--- config.mk ---
export PLATFORM = sky130hd
export DESIGN_NAME = step_generator
export DESIGN_NICKNAME = d
export VERILOG_FILES = /design/src/rtl/step_generator_pkg.sv /design/src/rtl/step_generator_divider.sv /design/src/rtl/step_generator.sv
export SDC_FILE = /design/constraint.sdc
export NUM_CORES = 1
export LEC_CHECK = 0
export BUFFER_PORTS_ARGS = -buffer_cell sky130_fd_sc_hd__buf_4
export CAP_MARGIN = 20
export CORE_MARGIN = 8
export CORE_UTILIZATION = 50
export DETAILED_ROUTE_END_ITERATION = 12
export PLACE_DENSITY_LB_ADDON = 0.05
export SYNTH_ARGS = -nofsm -noshare
export SYNTH_HDL_FRONTEND = slang
export SYNTH_SLANG_ARGS = --single-unit
--- constraint.sdc ---
create_clock -name clk -period 7.9 [get_ports clk]
set_input_delay 1.58 -clock clk [delete_from_list [all_inputs] [get_ports clk]]
set_output_delay 1.58 -clock clk [all_outputs]
set_load 0.1 [all_outputs]
--- src/rtl/step_generator_pkg.sv ---
// Shared definitions for step_generator: FSM states, step direction and ramp factors.
package step_generator_pkg;

   typedef enum logic [1:0] {
      IDLE = 2'd0,
      RUN  = 2'd1,
      DONE = 2'd2
   } state_t;

   localparam logic DIR_UP   = 1'b1;
   localparam logic DIR_DOWN = 1'b0;

   localparam logic [2:0] RAMP_X4 = 3'd4;
   localparam logic [2:0] RAMP_X2 = 3'd2;
   localparam logic [2:0] RAMP_X1 = 3'd1;

   function automatic logic [2:0] ramp_max(input logic [2:0] a, input logic [2:0] b);
      return (a > b) ? a : b;
   endfunction

endpackage

--- src/rtl/step_generator_divider.sv ---
// step_divider: interval counter; o_tc is high in the cycle the count reaches the interval-1 value.
module step_divider #(
   parameter int WIDTH = 18
) (
   input  logic             clk,
   input  logic             i_reset,
   input  logic             i_clear,
   input  logic             i_enable,
   input  logic [WIDTH-1:0] i_interval_m1,
   output logic             o_tc
);

   logic [WIDTH-1:0] r_count;

   assign o_tc = i_enable && (r_count == i_interval_m1);

   always_ff @(posedge clk) begin
      if (i_reset || i_clear) begin
         r_count <= '0;
      end else if (o_tc) begin
         r_count <= '0;
      end else if (i_enable) begin
         r_count <= r_count + WIDTH'(1);
      end
   end

endmodule

--- src/rtl/step_generator.sv ---
// step_generator: emits up/down step pulses toward a clamped target at a programmable rate.
// Optional trapezoidal ramp when STEP_GENERATOR_RAMP_EN is defined.
module step_generator
   import step_generator_pkg::*;
#(
   parameter int RESOLUTION    = 64,
   parameter int DIVIDER_WIDTH = 16
) (
   input  logic                         clk,
   input  logic                         reset,
   input  logic signed [RESOLUTION-1:0] target,
   input  logic signed [RESOLUTION-1:0] position_max,
   input  logic signed [RESOLUTION-1:0] position_min,
   input  logic [DIVIDER_WIDTH-1:0]     rate,
   input  logic                         load,
   input  logic                         abort,
   output logic                         signal,
   output logic                         nsignal,
   output logic signed [RESOLUTION-1:0] position,
   output logic                         busy,
   output logic                         done,
   output logic                         clipped
);

   localparam int CW = DIVIDER_WIDTH + 2;
   localparam logic [RESOLUTION-1:0] POS_ONE = RESOLUTION'(1);

   state_t r_state, w_state_next;

   logic signed [RESOLUTION-1:0] r_position, r_tgt, w_tgt_eff;
   logic [DIVIDER_WIDTH-1:0]     r_rate;
   logic                         r_clipped, r_start, r_signal, r_nsignal;
   logic                         w_clip, w_accept, w_tick, w_dir, w_at_tgt, w_div_en, w_div_clr;
   logic [CW-1:0]                w_interval_m1;

   // Load is taken in IDLE or in the DONE cycle; abort always wins over load.
   assign w_accept = load && !abort && !r_start && (r_state != RUN);
   assign w_at_tgt = (r_position == r_tgt);
   assign w_dir    = (r_tgt > r_position) ? DIR_UP : DIR_DOWN;
   assign w_div_en = (r_state == RUN) && !w_at_tgt;
   assign w_div_clr = abort || (r_state != RUN);

   always_comb begin
      w_tgt_eff = target;
      if (target < position_min) w_tgt_eff = position_min;
      if (target > position_max) w_tgt_eff = position_max;
      w_clip = (w_tgt_eff != target);
      if (position_min > position_max) begin
         w_tgt_eff = r_position;
         w_clip    = 1'b1;
      end
   end

`ifdef STEP_GENERATOR_RAMP_EN
   logic [1:0]            r_pulse_idx;
   logic [2:0]            w_start_f, w_stop_f, w_factor;
   logic [RESOLUTION-1:0] w_dist;
   logic [CW-1:0]         w_rate_p1, w_interval;

   assign w_rate_p1 = CW'(r_rate) + CW'(1);
   assign w_dist    = (w_dir == DIR_UP) ? (r_tgt - r_position) : (r_position - r_tgt);

   always_comb begin
      w_start_f = RAMP_X1;
      if (r_pulse_idx == 2'd0)      w_start_f = RAMP_X4;
      else if (r_pulse_idx == 2'd1) w_start_f = RAMP_X2;
      w_stop_f = RAMP_X1;
      if (w_dist == POS_ONE)                w_stop_f = RAMP_X4;
      else if (w_dist == RESOLUTION'(2))    w_stop_f = RAMP_X2;
      w_factor   = ramp_max(w_start_f, w_stop_f);
      w_interval = w_rate_p1;
      if (w_factor == RAMP_X4)      w_interval = w_rate_p1 << 2;
      else if (w_factor == RAMP_X2) w_interval = w_rate_p1 << 1;
   end

   assign w_interval_m1 = w_interval - CW'(1);

   // Pulse index only needs to distinguish the first, second and later pulses.
   always_ff @(posedge clk) begin
      if (reset || w_accept) begin
         r_pulse_idx <= 2'd0;
      end else if (w_tick && (r_pulse_idx != 2'd2)) begin
         r_pulse_idx <= r_pulse_idx + 2'd1;
      end
   end
`else
   assign w_interval_m1 = CW'(r_rate);
`endif

   step_divider #(
      .WIDTH(CW)
   ) u_divider (
      .clk          (clk),
      .i_reset      (reset),
      .i_clear      (w_div_clr),
      .i_enable     (w_div_en),
      .i_interval_m1(w_interval_m1),
      .o_tc         (w_tick)
   );

   always_ff @(posedge clk) begin
      if (reset) r_state <= IDLE;
      else       r_state <= w_state_next;
   end

   // RUN leaves once the final pulse is visible, so done follows the last pulse by one cycle.
   always_comb begin
      w_state_next = r_state;
      case (r_state)
         IDLE:    if (r_start) w_state_next = w_at_tgt ? DONE : RUN;
         RUN:     if (w_at_tgt) w_state_next = DONE;
         DONE:    w_state_next = IDLE;
         default: w_state_next = IDLE;
      endcase
      if (abort) w_state_next = IDLE;
   end

   always_ff @(posedge clk) begin
      if (reset) begin
         r_tgt     <= '0;
         r_rate    <= '0;
         r_clipped <= 1'b0;
         r_start   <= 1'b0;
      end else begin
         r_start <= w_accept;
         if (w_accept) begin
            r_tgt     <= w_tgt_eff;
            r_rate    <= rate;
            r_clipped <= w_clip;
         end
      end
   end

   // A tick on the abort edge still emits its pulse and is counted.
   always_ff @(posedge clk) begin
      if (reset) begin
         r_signal   <= 1'b0;
         r_nsignal  <= 1'b0;
         r_position <= '0;
      end else begin
         r_signal  <= w_tick && (w_dir == DIR_UP);
         r_nsignal <= w_tick && (w_dir == DIR_DOWN);
         if (w_tick) begin
            r_position <= (w_dir == DIR_UP) ? r_position + POS_ONE : r_position - POS_ONE;
         end
      end
   end

   assign signal   = r_signal;
   assign nsignal  = r_nsignal;
   assign position = r_position;
   assign busy     = (r_state == RUN);
   assign done     = (r_state == DONE);
   assign clipped  = r_clipped;

endmodule
; After elaboration in Yosys (flattened, before gate mapping)
; Index checks and enable logic that the tools add are counted.
[totals]
output_inout_bits = 69
mem_bits_ro = 0
mem_bits_rw = 0
latch_bits = 0
n_memories = 0
wordCells = 51
input_bits = 212
ff_bits = 168
[classes]
magnitude_cmp = 4
bitwise = 1
n_eq_ne = 8
n_shift = 0
muxes = 10
reduce_logical = 16
multipliers = 0
div = 0
add_sub_neg = 3
[ops]
columns = op, n
row1 = $mux 64, 4
row2 = $gt 64x64->1, 3
row3 = $add 64x1->64 const B, 1
row4 = $eq 64x64->1, 1
row5 = $lt 64x64->1, 1
row6 = $ne 64x64->1, 1
row7 = $sub 64x1->64 const B, 1
row8 = $add 18x1->18 const B, 1
row9 = $eq 18x16->1, 1
row10 = $logic_and 1x1->1, 7
row11 = $mux 2, 3
row12 = $ne 2x1->1 const B, 2
row13 = $pmux 2 s2, 1
row14 = $reduce_or 2->1, 2
row15 = $logic_not 1->1, 3
row16 = $eq 2x1->1 const B, 1
row17 = $eq 2x2->1 const B, 1
row18 = $logic_not 2->1, 1
row19 = $logic_or 1x1->1, 2
row20 = $mux 1, 2
row21 = $ne 2x2->1 const B, 1
row22 = $reduce_and 2->1, 1
row23 = $not 1->1, 1

; Logic depth before layout (Yosys ltp)
[logic_depth]
ltp_word = 5
mapped_depth = 26
depth_no_buf = 24

; Cells and area by module
; A second synthesis with hierarchy kept.
[unflattened]
hier_cells = 2501
area_unflattened_um2 = 19192.2
[modules_own_cells]
columns = mod, seq_area_each_um2, n_inst, cells_per_inst, area_each_um2
row1 = step_generator, 3002.9, 1, 2389, 18210.0
row2 = step_divider, 360.3, 1, 112, 982.2

; Worst setup path before layout
; OpenSTA, ideal clock, no wires.
[synth_timing]
path_kind = register to register
startpoint = reg r_position[49] (netlist: position[49])
endpoint = reg r_position[63] (netlist: position[63])
t_required_ps = 7834
setup_ps = 66
t_arrival_ps = 6839
slack_ps = 995
stages_incl_launch_ff = 26
path_buffers = 1
synth_period_minus_slack_ps = 6905
cell_sequence = dfxtp_1 -> inv_1 -> ha_1 -> a21o_1 -> a21o_1 -> a21oi_1 -> o21ai_0 -> a31o_2 -> a221oi_1 -> mux2i_1 -> a31oi_1 -> and2_1 -> clkbuf_1 -> inv_1 -> ha_1 -> a2111oi_0 -> o21ai_0 -> o21ai_0 -> o211ai_1 -> o2111ai_1 -> a21oi_1 -> o21ai_0 -> a31oi_1 -> a41o_1 -> nor4b_1 -> nand4bb_1
[synth_between]
elab_chain_len = 4
word_cells_on_any_way = 9
cone_classes = add/sub: 2 / order compare: 1 / eq/ne: 1 / mux: 2 / reduce/logical: 3
[synth_rtl]
columns = element, line
row1 = "start, declared", step_generator.sv:30  ; logic signed [RESOLUTION-1:0] r_position, r_tgt, w_tgt_eff;
row2 = "start signal, assigned", step_generator.sv:144  ; r_position <= (w_dir == DIR_UP) ? r_position + POS_ONE : r_position - POS_ONE;
row3 = branches (longest 4 deep; another with $gt 64x64->1), -
; Several ways; the timed one is not identified.
; A chain may end at the register's enable or synchronous reset.

; Worst setup path after layout
[layout_timing]
startpoint = reg r_position[25] (netlist: position[25])
endpoint = reg r_position[60] (netlist: position[60])
; The elaborated chain is that of the path after synthesis.

==> run metrics <==
HPWL after DPL around 67000 um; post-synthesis simple-gate area fraction 0.196; Peak VDD IR between 0.0001 and 0.00015 V; final instance area 22400 um^2; mapped cell area around 19000 um^2; CP startpoint kind flip-flop; post-synthesis adder-cell area fraction 0.208; actual slew at the worst max-slew pin around 1.0 ns; initial core utilization 0.503; synth cell count leaders 319 x ha_1, 280 x nand2_1, 229 x inv_1, 216 x nor2_1, 211 x o21ai_0; prevailing post-synth register cell dfxtp_1; max-slew violations 0; die footprint roughly 45000 um^2; Core Box Area ~38000 um^2; ranking of synthesized cells by area ha_1 21%, dfxtp_1 17%, o21ai_0 5.5%; status finished, final reports clean; grt ovf 0; Hold Crit Start r_state[1]; Core Util, Final 0.585; Port Buffers 280; P_leak 10.5 nW; Sink Count 168; register-to-register setup slack between 0.9 and 1 ns; Max Clk Rate 143 MHz; Post-CTS Setup Repair Bufs 0; Cell Pwr Density around 170 nW/um^2; RSZ-0062 raised after global routing no; CTS tree done; Synth Area in XOR/XNOR 0.0551; Final Skew 0.0158 ns; Synth-to-Final Area Change 16.3%; main combinational cell family by area after synthesis compound AO/OA/AOI/OAI gates; Syn Nets 3125; first-pass GRT wire length about 120000 um; post-synth top area share 0.207; synth unique cells 79; syn avg cell area 7.42 um^2; Die Wd around 210 um; total track usage 0.352; DRT Pass-1 Iters 8; Routed WL between 80000 and 90000 um; Ys Warns 0; post_cts resized 0; critical path data required time just over 8 ns; I/O Pins approximately 280; post-synth top area cell ha_1; nets roughly 3300; Post-Place Cell Area 21800 um^2; final setup violation count 0; clock network power share 0.236; routed len/inst around 24 um; via count around 21000; fraction of registers with async set/reset 0; critical path arrival 7.29 ns; Sw Share 0.431; RR Endpoint position[60]; complex-gate fraction of the synthesized area 0.249; clock buffer depth 2; CTS root buf clkbuf_16; pin count of the biggest net entering global routing ~100; Final ANT Viol Nets 0; Hold Vio Cnt, Final 0; clk slew on worst S/H paths roughly 0.07 ns; number of flops mapped to enable cells by yosys 0; vias in the first global route around 20000; register area share after synthesis 0.175; drt first-iter violations approximately 2300; total CTS buffers 17; sw power 1.62 mW; Reg power frac 0.242; reg2reg path depth 25; worst hold path endpoint r_state[0]; chip height around 210 um; combinational power share 0.522; RD Place Congestion ~1.1; multiplexer share of the synthesized area 0.0495; period utilisation layout 0.886; total power 3.76 mW; vias per cell ~6.3; antenna diode count 0; Hold Path Class reg -> reg; crit-path max FO 30; most common cell in the netlist ha_1; clk_lat worst skew about 0.46 ns; layout cells sized above 1 0.126; Core Rows 72; setup_tns 0 ns; Slew HR 0.300; Post-CTS Hold Fix Bufs 0; Layout fillers between 3000 and 4000; cell internal pwr approximately 2.1 mW; CP Capture Type flip-flop; final routed DRC violation total 0; Max-cap violations 0; crit path kind reg -> reg; clock period minus worst slack ~7.0 ns; Syn Inst Count between 2000 and 3000; initial antenna violation count 0; #FFs+latches synth 168; origin of the critical flop-to-flop path position[25]; H-Tree Depth 4; Hold Path Stages 1
[metrics by stage]
| stage | cells | hold slack (ns) | setup WS, ns |
|---|---|---|---|
| 3_5_place_dp | 3310 | 0.461 | 1.09 |
| 3_3_place_gp | 3310 | 0.444 | 1.19 |
| 5_1_grt | 3340 | 0.490 | 0.300 |
| 4_1_cts | 3340 | 0.468 | 1.01 |
| 2_1_floorplan | 2593 | 0.426 | 0.995 |
| 6_report | 3340 | 0.463 | 0.902 |
[flip-flops by register name, summed over array words and instances, names as in the netlist, 2 cells and up]
signal             cells
position              64
r_rate                16
r_state                2
r_tgt                 64
u_divider.r_count     18
[how the worst max path moves through the flow]
stage,from,endpoint,cells after the start
6_report,position[25],position[60],25
2_1_floorplan,position[49],position[63],25
5_1_grt,position[25],position[63],24
3_5_place_dp,position[25],position[60],25
3_3_place_gp,position[25],position[60],25
4_1_cts,position[25],position[60],25
[worst max-delay path: stages, from the launching register on]
cell and delay, ns:
dfxtp_1 0.41, inv_1 0.15, ha_1 0.35, a21o_1 0.19
a21o_1 0.18, a21o_1 0.17, a211oi_1 0.21, o21ai_0 0.14
nor3b_1 0.16, nor4_1 0.65, a31oi_1 0.26, and2_1 0.29
inv_2 0.48, buf_12 0.27, ha_1 0.34, a21oi_1 0.18
nor2_1 0.06, a211oi_1 0.37, o21ai_0 0.20, a31oi_1 0.26
o221ai_2 0.19, a311oi_1 0.45, o31ai_1 0.26, a211oi_1 0.31
xor2_1 0.18, o22ai_1 0.10
[cells in the final DEF, fill, tap and decap left out, types with 4 or more instances in the layout]
cell and instances:
a21o_1 72, a21oi_1 180, o22ai_1 43, nor2_1 216, a22o_1 4, or4_1 6, nor3_1 34, a221oi_1 30
nor4_1 24, nand2b_1 26, o211ai_1 19, nor2b_1 22, o21ai_0 211, buf_4 295, a211oi_1 97, o21bai_1 4
o2111ai_1 9, ha_1 319, inv_1 228, dfxtp_1 168, a31oi_1 13, nor3b_1 4, nand4_1 80, and3_1 17
nand3_1 44, xor2_1 66, xnor2_1 55, mux2i_1 90, and2_1 8, clkbuf_16 17, o21a_1 21, nand3b_1 4
nand2_1 280, or3_1 9, and4_1 7, o31ai_1 6, o21ai_1 10
[area by class of cell]
cell class              instances  area [um^2]  area share
inverters                     229          860      0.0384
clock inverters                 9          141     0.00631
flip-flops and latches        168         3360       0.150
well taps                     518          648      0.0289
multi-input cells            2097        14600       0.654
repair buffers                298         2270       0.102
clock buffers                  21          470      0.0210
[power groups by stage]
stage	clock, mW	sequential [mW]	combinational [mW]
2_1_floorplan	0	0.954	1.29
3_3_place_gp	0	0.926	1.87
3_5_place_dp	0	0.927	1.90
4_1_cts	0.900	0.908	1.91
5_1_grt	0.933	0.912	2.15
6_report	0.888	0.909	1.96
[layer usage]
metal / wire, um / track usage / part of all wire / vias up
met5: 0 / 0 / 0 / -
met4: 3850 / 0.159 / 0.047 / 0
met3: 7790 / 0.0690 / 0.096 / 177
met2: 34700 / 0.535 / 0.43 / 1103
met1: 35100 / 0.476 / 0.43 / 9805
li1: - / - / - / 9863
[logic make-up after synthesis]
group,Yosys count
compound gates,761
xor+xnor,121
fa+ha+maj,320
buf+inv,328
flops,168
mux,95
simple gates,800
Power figures use the tool's default switching activity.
